## src/rtl/elastic_pipe_stage_pkg.sv

```systemverilog
// rtl/elastic_pipe_stage_pkg.sv - shared types, constants and age helper for the elastic pipe stage
//
// Package pipe_pkg:
//   ELASTIC_MIN_DEPTH  smallest legal buffer depth
//   active_list_id_t   active-list ID at the backend's default width
//   age_younger()      true when tag is strictly younger than ref_tag, ages measured from head
package pipe_pkg;

  localparam int ELASTIC_MIN_DEPTH = 2;
  localparam int ACTIVE_LIST_ID_W  = 5;

  typedef logic [ACTIVE_LIST_ID_W-1:0] active_list_id_t;

  // Ages are distances from the active-list head modulo 2^tag_w, so IDs that
  // have wrapped past zero still order correctly behind the head.
  function automatic logic age_younger(input logic [31:0] tag,
                                       input logic [31:0] ref_tag,
                                       input logic [31:0] head,
                                       input int unsigned tag_w);
    logic [31:0] mask;
    logic [31:0] age_tag;
    logic [31:0] age_ref;
    mask    = (tag_w >= 32) ? '1 : ((32'd1 << tag_w) - 32'd1);
    age_tag = (tag - head) & mask;
    age_ref = (ref_tag - head) & mask;
    return age_tag > age_ref;
  endfunction

endpackage

```

## src/rtl/elastic_pipe_stage_if.sv

```systemverilog
// rtl/elastic_pipe_stage_if.sv - ready/valid handshake bundle carrying payload and active-list ID
//
// Signals: valid, ready, data[DATA_W], tag[TAG_W]
// Modports: master drives valid/data/tag and samples ready; slave is the mirror.
interface elastic_pipe_stage_if #(
  parameter int DATA_W = 64,
  parameter int TAG_W  = 5
);

  logic              valid;
  logic              ready;
  logic [DATA_W-1:0] data;
  logic [TAG_W-1:0]  tag;

  modport master (output valid, output data, output tag, input ready);
  modport slave  (input valid, input data, input tag, output ready);

endinterface

```

## src/rtl/elastic_pipe_stage_survivor.sv

```systemverilog
// rtl/elastic_pipe_stage_survivor.sv - counts queue entries that survive a selective squash
//
// Module pipe_survivor_count (combinational, built only with ELASTIC_PIPE_SQUASH_EN):
//   tags_i[DEPTH]  entry tags in queue order, index 0 is the oldest
//   occ_i          number of valid entries in tags_i
//   squash_tag_i   mispredicted branch ID; strictly younger entries die
//   head_tag_i     active-list head, origin of the age space
//   k_o            number of leading entries that survive
`ifdef ELASTIC_PIPE_SQUASH_EN
module pipe_survivor_count
  import pipe_pkg::*;
#(
  parameter int TAG_W = 5,
  parameter int DEPTH = 2
) (
  input  logic [TAG_W-1:0]         tags_i [DEPTH],
  input  logic [$clog2(DEPTH):0]   occ_i,
  input  logic [TAG_W-1:0]         squash_tag_i,
  input  logic [TAG_W-1:0]         head_tag_i,
  output logic [$clog2(DEPTH):0]   k_o
);

  localparam int CNT_W = $clog2(DEPTH) + 1;

  // Entries are in program order, so the killed set is a suffix: k is the
  // index of the first killed valid entry. Scanning downwards leaves the
  // lowest such index in k_o.
  always_comb begin
    k_o = occ_i;
    for (int i = DEPTH - 1; i >= 0; i--) begin
      if ((CNT_W'(i) < occ_i) &&
          age_younger(32'(tags_i[i]), 32'(squash_tag_i), 32'(head_tag_i), TAG_W)) begin
        k_o = CNT_W'(i);
      end
    end
  end

endmodule
`endif

```

## src/rtl/elastic_pipe_stage.sv

```systemverilog
// rtl/elastic_pipe_stage.sv - elastic in-order pipeline buffer with flush and age-based squash
//
// Ports:
//   clk, rst_n          clock, synchronous active-low reset
//   s_if (slave)        upstream valid/ready/data/tag; ready is registered
//   m_if (master)       downstream head entry valid/ready/data/tag
//   flush               kill every entry, including a same-cycle incoming one
//   squash_valid        selective squash request
//   squash_tag          branch ID; strictly younger entries are killed
//   head_tag            oldest live active-list ID
//   count               occupancy
// Build option: ELASTIC_PIPE_SQUASH_EN enables squash; otherwise the squash
// inputs are ignored and only flush kills entries.
module elastic_pipe_stage
  import pipe_pkg::*;
#(
  parameter int DATA_W = 64,
  parameter int TAG_W  = 5,
  parameter int DEPTH  = 2
) (
  input  logic                   clk,
  input  logic                   rst_n,
  elastic_pipe_stage_if.slave    s_if,
  elastic_pipe_stage_if.master   m_if,
  input  logic                   flush,
  input  logic                   squash_valid,
  input  logic [TAG_W-1:0]       squash_tag,
  input  logic [TAG_W-1:0]       head_tag,
  output logic [$clog2(DEPTH):0] count
);

  localparam int PTR_W = $clog2(DEPTH);
  localparam int CNT_W = PTR_W + 1;

  if (DEPTH < ELASTIC_MIN_DEPTH || (DEPTH & (DEPTH - 1)) != 0) begin : g_bad_depth
    $error("elastic_pipe_stage: DEPTH must be a power of two and at least 2");
  end

  logic [DATA_W-1:0] mem_data_q [DEPTH];
  logic [TAG_W-1:0]  mem_tag_q  [DEPTH];
  logic [PTR_W-1:0]  rd_ptr_q, rd_ptr_d;
  logic [PTR_W-1:0]  wr_ptr_q, wr_ptr_d;
  logic [PTR_W-1:0]  wr_addr;
  logic [CNT_W-1:0]  count_q, count_d;
  logic              s_ready_q, s_ready_d;
  logic              wr_en;
  logic              enq, deq;
  logic [CNT_W-1:0]  keep_cnt;
  logic              in_keep;
  logic              squash_act;

  assign enq = s_if.valid && s_ready_q;
  assign deq = (count_q != '0) && m_if.ready;

`ifdef ELASTIC_PIPE_SQUASH_EN
  logic [TAG_W-1:0] q_tags [DEPTH];

  always_comb begin
    for (int i = 0; i < DEPTH; i++) begin
      q_tags[i] = mem_tag_q[rd_ptr_q + PTR_W'(i)];
    end
  end

  pipe_survivor_count #(
    .TAG_W (TAG_W),
    .DEPTH (DEPTH)
  ) u_survivor (
    .tags_i       (q_tags),
    .occ_i        (count_q),
    .squash_tag_i (squash_tag),
    .head_tag_i   (head_tag),
    .k_o          (keep_cnt)
  );

  assign in_keep    = !age_younger(32'(s_if.tag), 32'(squash_tag), 32'(head_tag), TAG_W);
  assign squash_act = squash_valid;
`else
  logic unused_squash;
  assign unused_squash = ^{squash_valid, squash_tag, head_tag};
  assign keep_cnt      = count_q;
  assign in_keep       = 1'b1;
  assign squash_act    = 1'b0;
`endif

  always_comb begin
    rd_ptr_d = rd_ptr_q;
    wr_ptr_d = wr_ptr_q;
    count_d  = count_q;
    wr_en    = 1'b0;
    wr_addr  = wr_ptr_q;
    if (flush) begin
      // The head was already offered, so a consume this cycle still retires it.
      rd_ptr_d = rd_ptr_q + PTR_W'(deq);
      wr_ptr_d = rd_ptr_q + PTR_W'(deq);
      count_d  = '0;
    end else if (squash_act) begin
      if (count_q != '0 && keep_cnt == '0) begin
        // Head killed: everything behind it and the incoming entry are younger.
        // A downstream handshake on a killed head is a no-op.
        wr_ptr_d = rd_ptr_q;
        count_d  = '0;
      end else begin
        // Incoming survivor lands right behind the surviving prefix.
        wr_addr  = rd_ptr_q + PTR_W'(keep_cnt);
        wr_en    = enq && in_keep;
        wr_ptr_d = wr_addr + PTR_W'(wr_en);
        rd_ptr_d = rd_ptr_q + PTR_W'(deq);
        count_d  = keep_cnt + CNT_W'(wr_en) - CNT_W'(deq);
      end
    end else begin
      wr_en    = enq;
      wr_ptr_d = wr_ptr_q + PTR_W'(enq);
      rd_ptr_d = rd_ptr_q + PTR_W'(deq);
      count_d  = count_q + CNT_W'(enq) - CNT_W'(deq);
    end
    s_ready_d = count_d < CNT_W'(DEPTH);
  end

  always_ff @(posedge clk) begin
    if (!rst_n) begin
      rd_ptr_q  <= '0;
      wr_ptr_q  <= '0;
      count_q   <= '0;
      s_ready_q <= 1'b1;
      for (int i = 0; i < DEPTH; i++) begin
        mem_data_q[i] <= '0;
        mem_tag_q[i]  <= '0;
      end
    end else begin
      assert (count_d <= CNT_W'(DEPTH));
      rd_ptr_q  <= rd_ptr_d;
      wr_ptr_q  <= wr_ptr_d;
      count_q   <= count_d;
      s_ready_q <= s_ready_d;
      if (wr_en) begin
        mem_data_q[wr_addr] <= s_if.data;
        mem_tag_q[wr_addr]  <= s_if.tag;
      end
    end
  end

  assign s_if.ready = s_ready_q;
  assign m_if.valid = (count_q != '0);
  assign m_if.data  = mem_data_q[rd_ptr_q];
  assign m_if.tag   = mem_tag_q[rd_ptr_q];
  assign count      = count_q;

endmodule

```

## src/flat_wrapper.sv

```systemverilog
// flat-port wrapper written by rule: the top's interface ports become plain ports
module elastic_pipe_stage_flat import pipe_pkg::*;
#(
  parameter int DATA_W = 64,
  parameter int TAG_W  = 5,
  parameter int DEPTH  = 2
)
  (clk, rst_n, flush, squash_valid, squash_tag, head_tag, count, s_if_valid, s_if_data, s_if_tag, s_if_ready, m_if_valid, m_if_data, m_if_tag, m_if_ready);
  elastic_pipe_stage_if #(.DATA_W(DATA_W), .TAG_W(TAG_W)) s_if_i ();
  elastic_pipe_stage_if #(.DATA_W(DATA_W), .TAG_W(TAG_W)) m_if_i ();
  input  logic clk;
  input  logic rst_n;
  input  logic flush;
  input  logic squash_valid;
  input  logic [TAG_W-1:0] squash_tag;
  input  logic [TAG_W-1:0] head_tag;
  output logic [$clog2(DEPTH):0] count;
  input wire logic [$bits(s_if_i.valid)-1:0] s_if_valid;
  input wire logic [$bits(s_if_i.data)-1:0] s_if_data;
  input wire logic [$bits(s_if_i.tag)-1:0] s_if_tag;
  output wire logic [$bits(s_if_i.ready)-1:0] s_if_ready;
  output wire logic [$bits(m_if_i.valid)-1:0] m_if_valid;
  output wire logic [$bits(m_if_i.data)-1:0] m_if_data;
  output wire logic [$bits(m_if_i.tag)-1:0] m_if_tag;
  input wire logic [$bits(m_if_i.ready)-1:0] m_if_ready;
  assign s_if_i.valid = s_if_valid;
  assign s_if_i.data = s_if_data;
  assign s_if_i.tag = s_if_tag;
  assign s_if_ready = s_if_i.ready;
  assign m_if_valid = m_if_i.valid;
  assign m_if_data = m_if_i.data;
  assign m_if_tag = m_if_i.tag;
  assign m_if_i.ready = m_if_ready;
  elastic_pipe_stage #(.DATA_W(DATA_W), .TAG_W(TAG_W), .DEPTH(DEPTH)) u_core (.clk(clk), .rst_n(rst_n), .s_if(s_if_i), .m_if(m_if_i), .flush(flush), .squash_valid(squash_valid), .squash_tag(squash_tag), .head_tag(head_tag), .count(count));
endmodule
```

## config.mk

```make
export PLATFORM = sky130hd
export DESIGN_NAME = elastic_pipe_stage_flat
export DESIGN_NICKNAME = d
export VERILOG_FILES = /design/src/rtl/elastic_pipe_stage_pkg.sv /design/src/rtl/elastic_pipe_stage_if.sv /design/src/rtl/elastic_pipe_stage_survivor.sv /design/src/rtl/elastic_pipe_stage.sv /design/src/flat_wrapper.sv
export SDC_FILE = /design/constraint.sdc
export NUM_CORES = 1
export LEC_CHECK = 0
export ABC_AREA = 1
export BUFFER_PORTS_ARGS = -buffer_cell sky130_fd_sc_hd__buf_2
export CORE_MARGIN = 5
export CORE_UTILIZATION = 50
export CTS_CLUSTER_DIAMETER = 200
export DETAILED_ROUTE_END_ITERATION = 7
export PLACE_DENSITY = 0.76
export SLEW_MARGIN = 5
export SYNTH_ARGS = -nofsm -noshare
export SYNTH_HDL_FRONTEND = slang
export SYNTH_SLANG_ARGS = --single-unit
```

## constraint.sdc

```tcl
create_clock -name clk -period 3.15 [get_ports clk]
set_input_delay 0.1575 -clock clk [delete_from_list [all_inputs] [get_ports clk]]
set_output_delay 0.1575 -clock clk [all_outputs]
set_load 0.005 [all_outputs]
```

==> metrics.txt <==
area taken by multi-input logic gates about 1500 um^2; clock slew at reported path FFs around 0.06 ns; sequential group share of total power between 50% and 60%; Final Cycle Share around 69%; total CTS buffers 17; combinational share of power 9.3%; First-pass DRT Iterations 4; initial antenna violation count 0; Port Buffers roughly 150; area delta synth->final 20.5%; Net Sw Power 964 uW; result of the run completed; RR Startpoint u_core.s_if.ready; Slew @ Worst Pin 1.01 ns; DRC Markers 0; Critical-path top delay cell dfxtp_4; Synth Instances around 480; asr flop ratio synth 0%; Unique masters post-synth 16; Fin. Hold Viols 0; largest net degree at the start of global routing 70; Syn Area/Cell around 13 um^2; peak supply drop about 0.00033 V; Via density 4.77; synthesized area 6290 um^2; global-route wire length before repair about 19000 um; HP Start s_if_data[4]; most frequent cells after synthesis nor2_1 (140), edfxtp_1 (138), inv_1 (80), mux2_2 (59), buf_6 (16); Post-Route WL 12300 um; crit path buf inv count 1; # diodes 0; RSZ-0062 raised after global routing no; Worst Path Required 2.99 ns; Hold Path Class input pin to register; core area ~12000 um^2; top cell type's share of synthesized area approximately two thirds; EDFF count, synth 138; Pint 3480 uW; vias after detailed routing between 3000 and 4000; Fillers 1000; ranking of synthesized cells by area edfxtp_1 (66%), mux2_2 (11%), nor2_1 (8.4%); post-synth net total between 500 and 600; Net Sw Frac 21.7%; clk root buf clkbuf_16; hold_buf cts 1; Detailed Route Iter0 Violations 242; Die Span X between 100 and 150 um; fmax ~460 MHz; combinational family with the most area after synthesis multiplexers; final setup violation count 0; count leader, synth nor2_1; Clk pwr share between 30% and 40%; latest clock arrival within the worst-skew pair ~0.42 ns; Pwr Density a little under 600 nW/um^2; mean routed wirelength per cell between 15 and 20 um; Final Max Slew Viols 0; Setup Fix Bufs, Post-CTS 0; I/O Pins 158; post-synthesis compound-gate area fraction less than 1%; layout cells sized above 1 roughly 39%; simple logic cell fraction of the synthesized area a little over a tenth; Max Clock Skew approximately 0.007 ns; vias in the first global route 4020; clock buffer depth 2; die area approximately 15000 um^2; Seq/Total Area, Yosys 67.8%; Max H-tree Level 4; Synth Register Bits 144; # clock sinks 144; CTS tree yes; Critical Path AT roughly 2.0 ns; P_leak around 0.0035 uW; Min Clock Period, post-route around 2.2 ns; CP Class register to primary output; post-synth top area cell edfxtp_1; storage element area around 4300 um^2; Slew headroom ~33%; hold slack 0.0448 ns; Initial Utilization between 50% and 60%; CP delay by family, top flip-flops; die span in y 122 um; setup TNS 0 ns; remaining antenna violation count 0; Max-cap violations 0; count of warnings emitted by yosys 0; Post-Synth Adder-Cell Area less than 1%; hpwl dp 7340 um; Primary FF master, synth edfxtp_1; Post-DP Area just over 7000 um^2; post-cts gate resize count 0; Placer Congestion between 0.7 and 0.8; type of origin of the critical path register; final net count just over 700; multiplexer share of the synthesized area 13.0%; FP Rows just over 40; GRT Residual Overflow 0; crit-path cells mux2_2, buf_2; Tot Pwr 4440 uW; Total GRT Usage between 10% and 20%; Worst path max stage delay slightly above 1 ns; endpoint class of the critical path primary output; final instance area roughly 7600 um^2; Critical Path Fanout Max 69; post-synthesis xor/xnor area fraction 0%
registers in the layout (all words and copies together) (netlist names), named ones only:
signal / cells
u_core.s_if.ready: 1
u_core.count: 2
u_core.mem_data_q: 128
u_core.wr_ptr_q: 1
u_core.rd_ptr_q: 1
u_core.mem_tag_q: 10
cells by family after synthesis:
group,after synthesis
adder cells (fa/ha/maj),2
buffers and inverters,103
AO/OA/AOI/OAI,1
multiplexers,69
flip-flops,144
AND/OR/NAND/NOR,163
metrics by stage:
step / util [%] / worst slack (ns) / instances
3_3_place_gp: 56.6 / 1.33 / 780
2_1_floorplan: - / 0.364 / 482
5_1_grt: 60.8 / 0.862 / 811
4_1_cts: 60.8 / 0.920 / 811
6_report: 60.8 / 0.965 / 811
3_5_place_dp: 56.6 / 1.26 / 780
placed cells by master (no fill, tap or decap), types with 2 or more instances in the layout:
master	n
mux2_2	59
clkbuf_1	4
nand3_4	2
buf_4	2
edfxtp_1	138
inv_1	80
nand2_4	2
clkinv_2	5
nand3_1	5
ha_1	2
nor2_1	140
dfxtp_1	5
buf_2	146
nand2_1	12
clkbuf_16	17
mux2_4	10
clkinv_1	2
final timing paths:
kind	endpoint	depth (start not counted)	slack (ns)
min reg2reg	u_core.wr_ptr_q	3	0.60
max	m_if_data[32]	2	0.96
max reg2reg	u_core.mem_data_q[0][55]	4	1.24
min	u_core.mem_data_q[0][4]	3	0.04
worst min-delay path, stage by stage:
cell	delay [ns]
buf_2	0.07
inv_1	0.04
nor2_1	0.08
cell type report:
cell class / instances / share of cell area [%]
multi-input cells: 235 / 20.1
well taps: 172 / 2.84
repair buffers: 149 / 9.97
clock buffers: 21 / 5.81
inverters: 81 / 4.01
clock inverters: 9 / 0.925
flip-flops and latches: 144 / 56.3
power groups by stage:
stage	sequential, uW	combinational (uW)	clock, uW
floorplan	2280	267	0
global placement	2300	407	0
detailed placement	2310	414	0
CTS	2270	419	1790
global route	2280	452	1890
finish	2270	411	1760
per-layer routing:
layer | vias up | routed length [um] | global-route usage (%)
met5 | - | 0 | 0
met4 | 0 | 250 | 7.98
met3 | 20 | 577 | 4.64
met2 | 105 | 6710 | 31.4
met1 | 1870 | 4750 | 18.3
li1 | 1876 | - | -
Power figures use the tool's default switching activity.
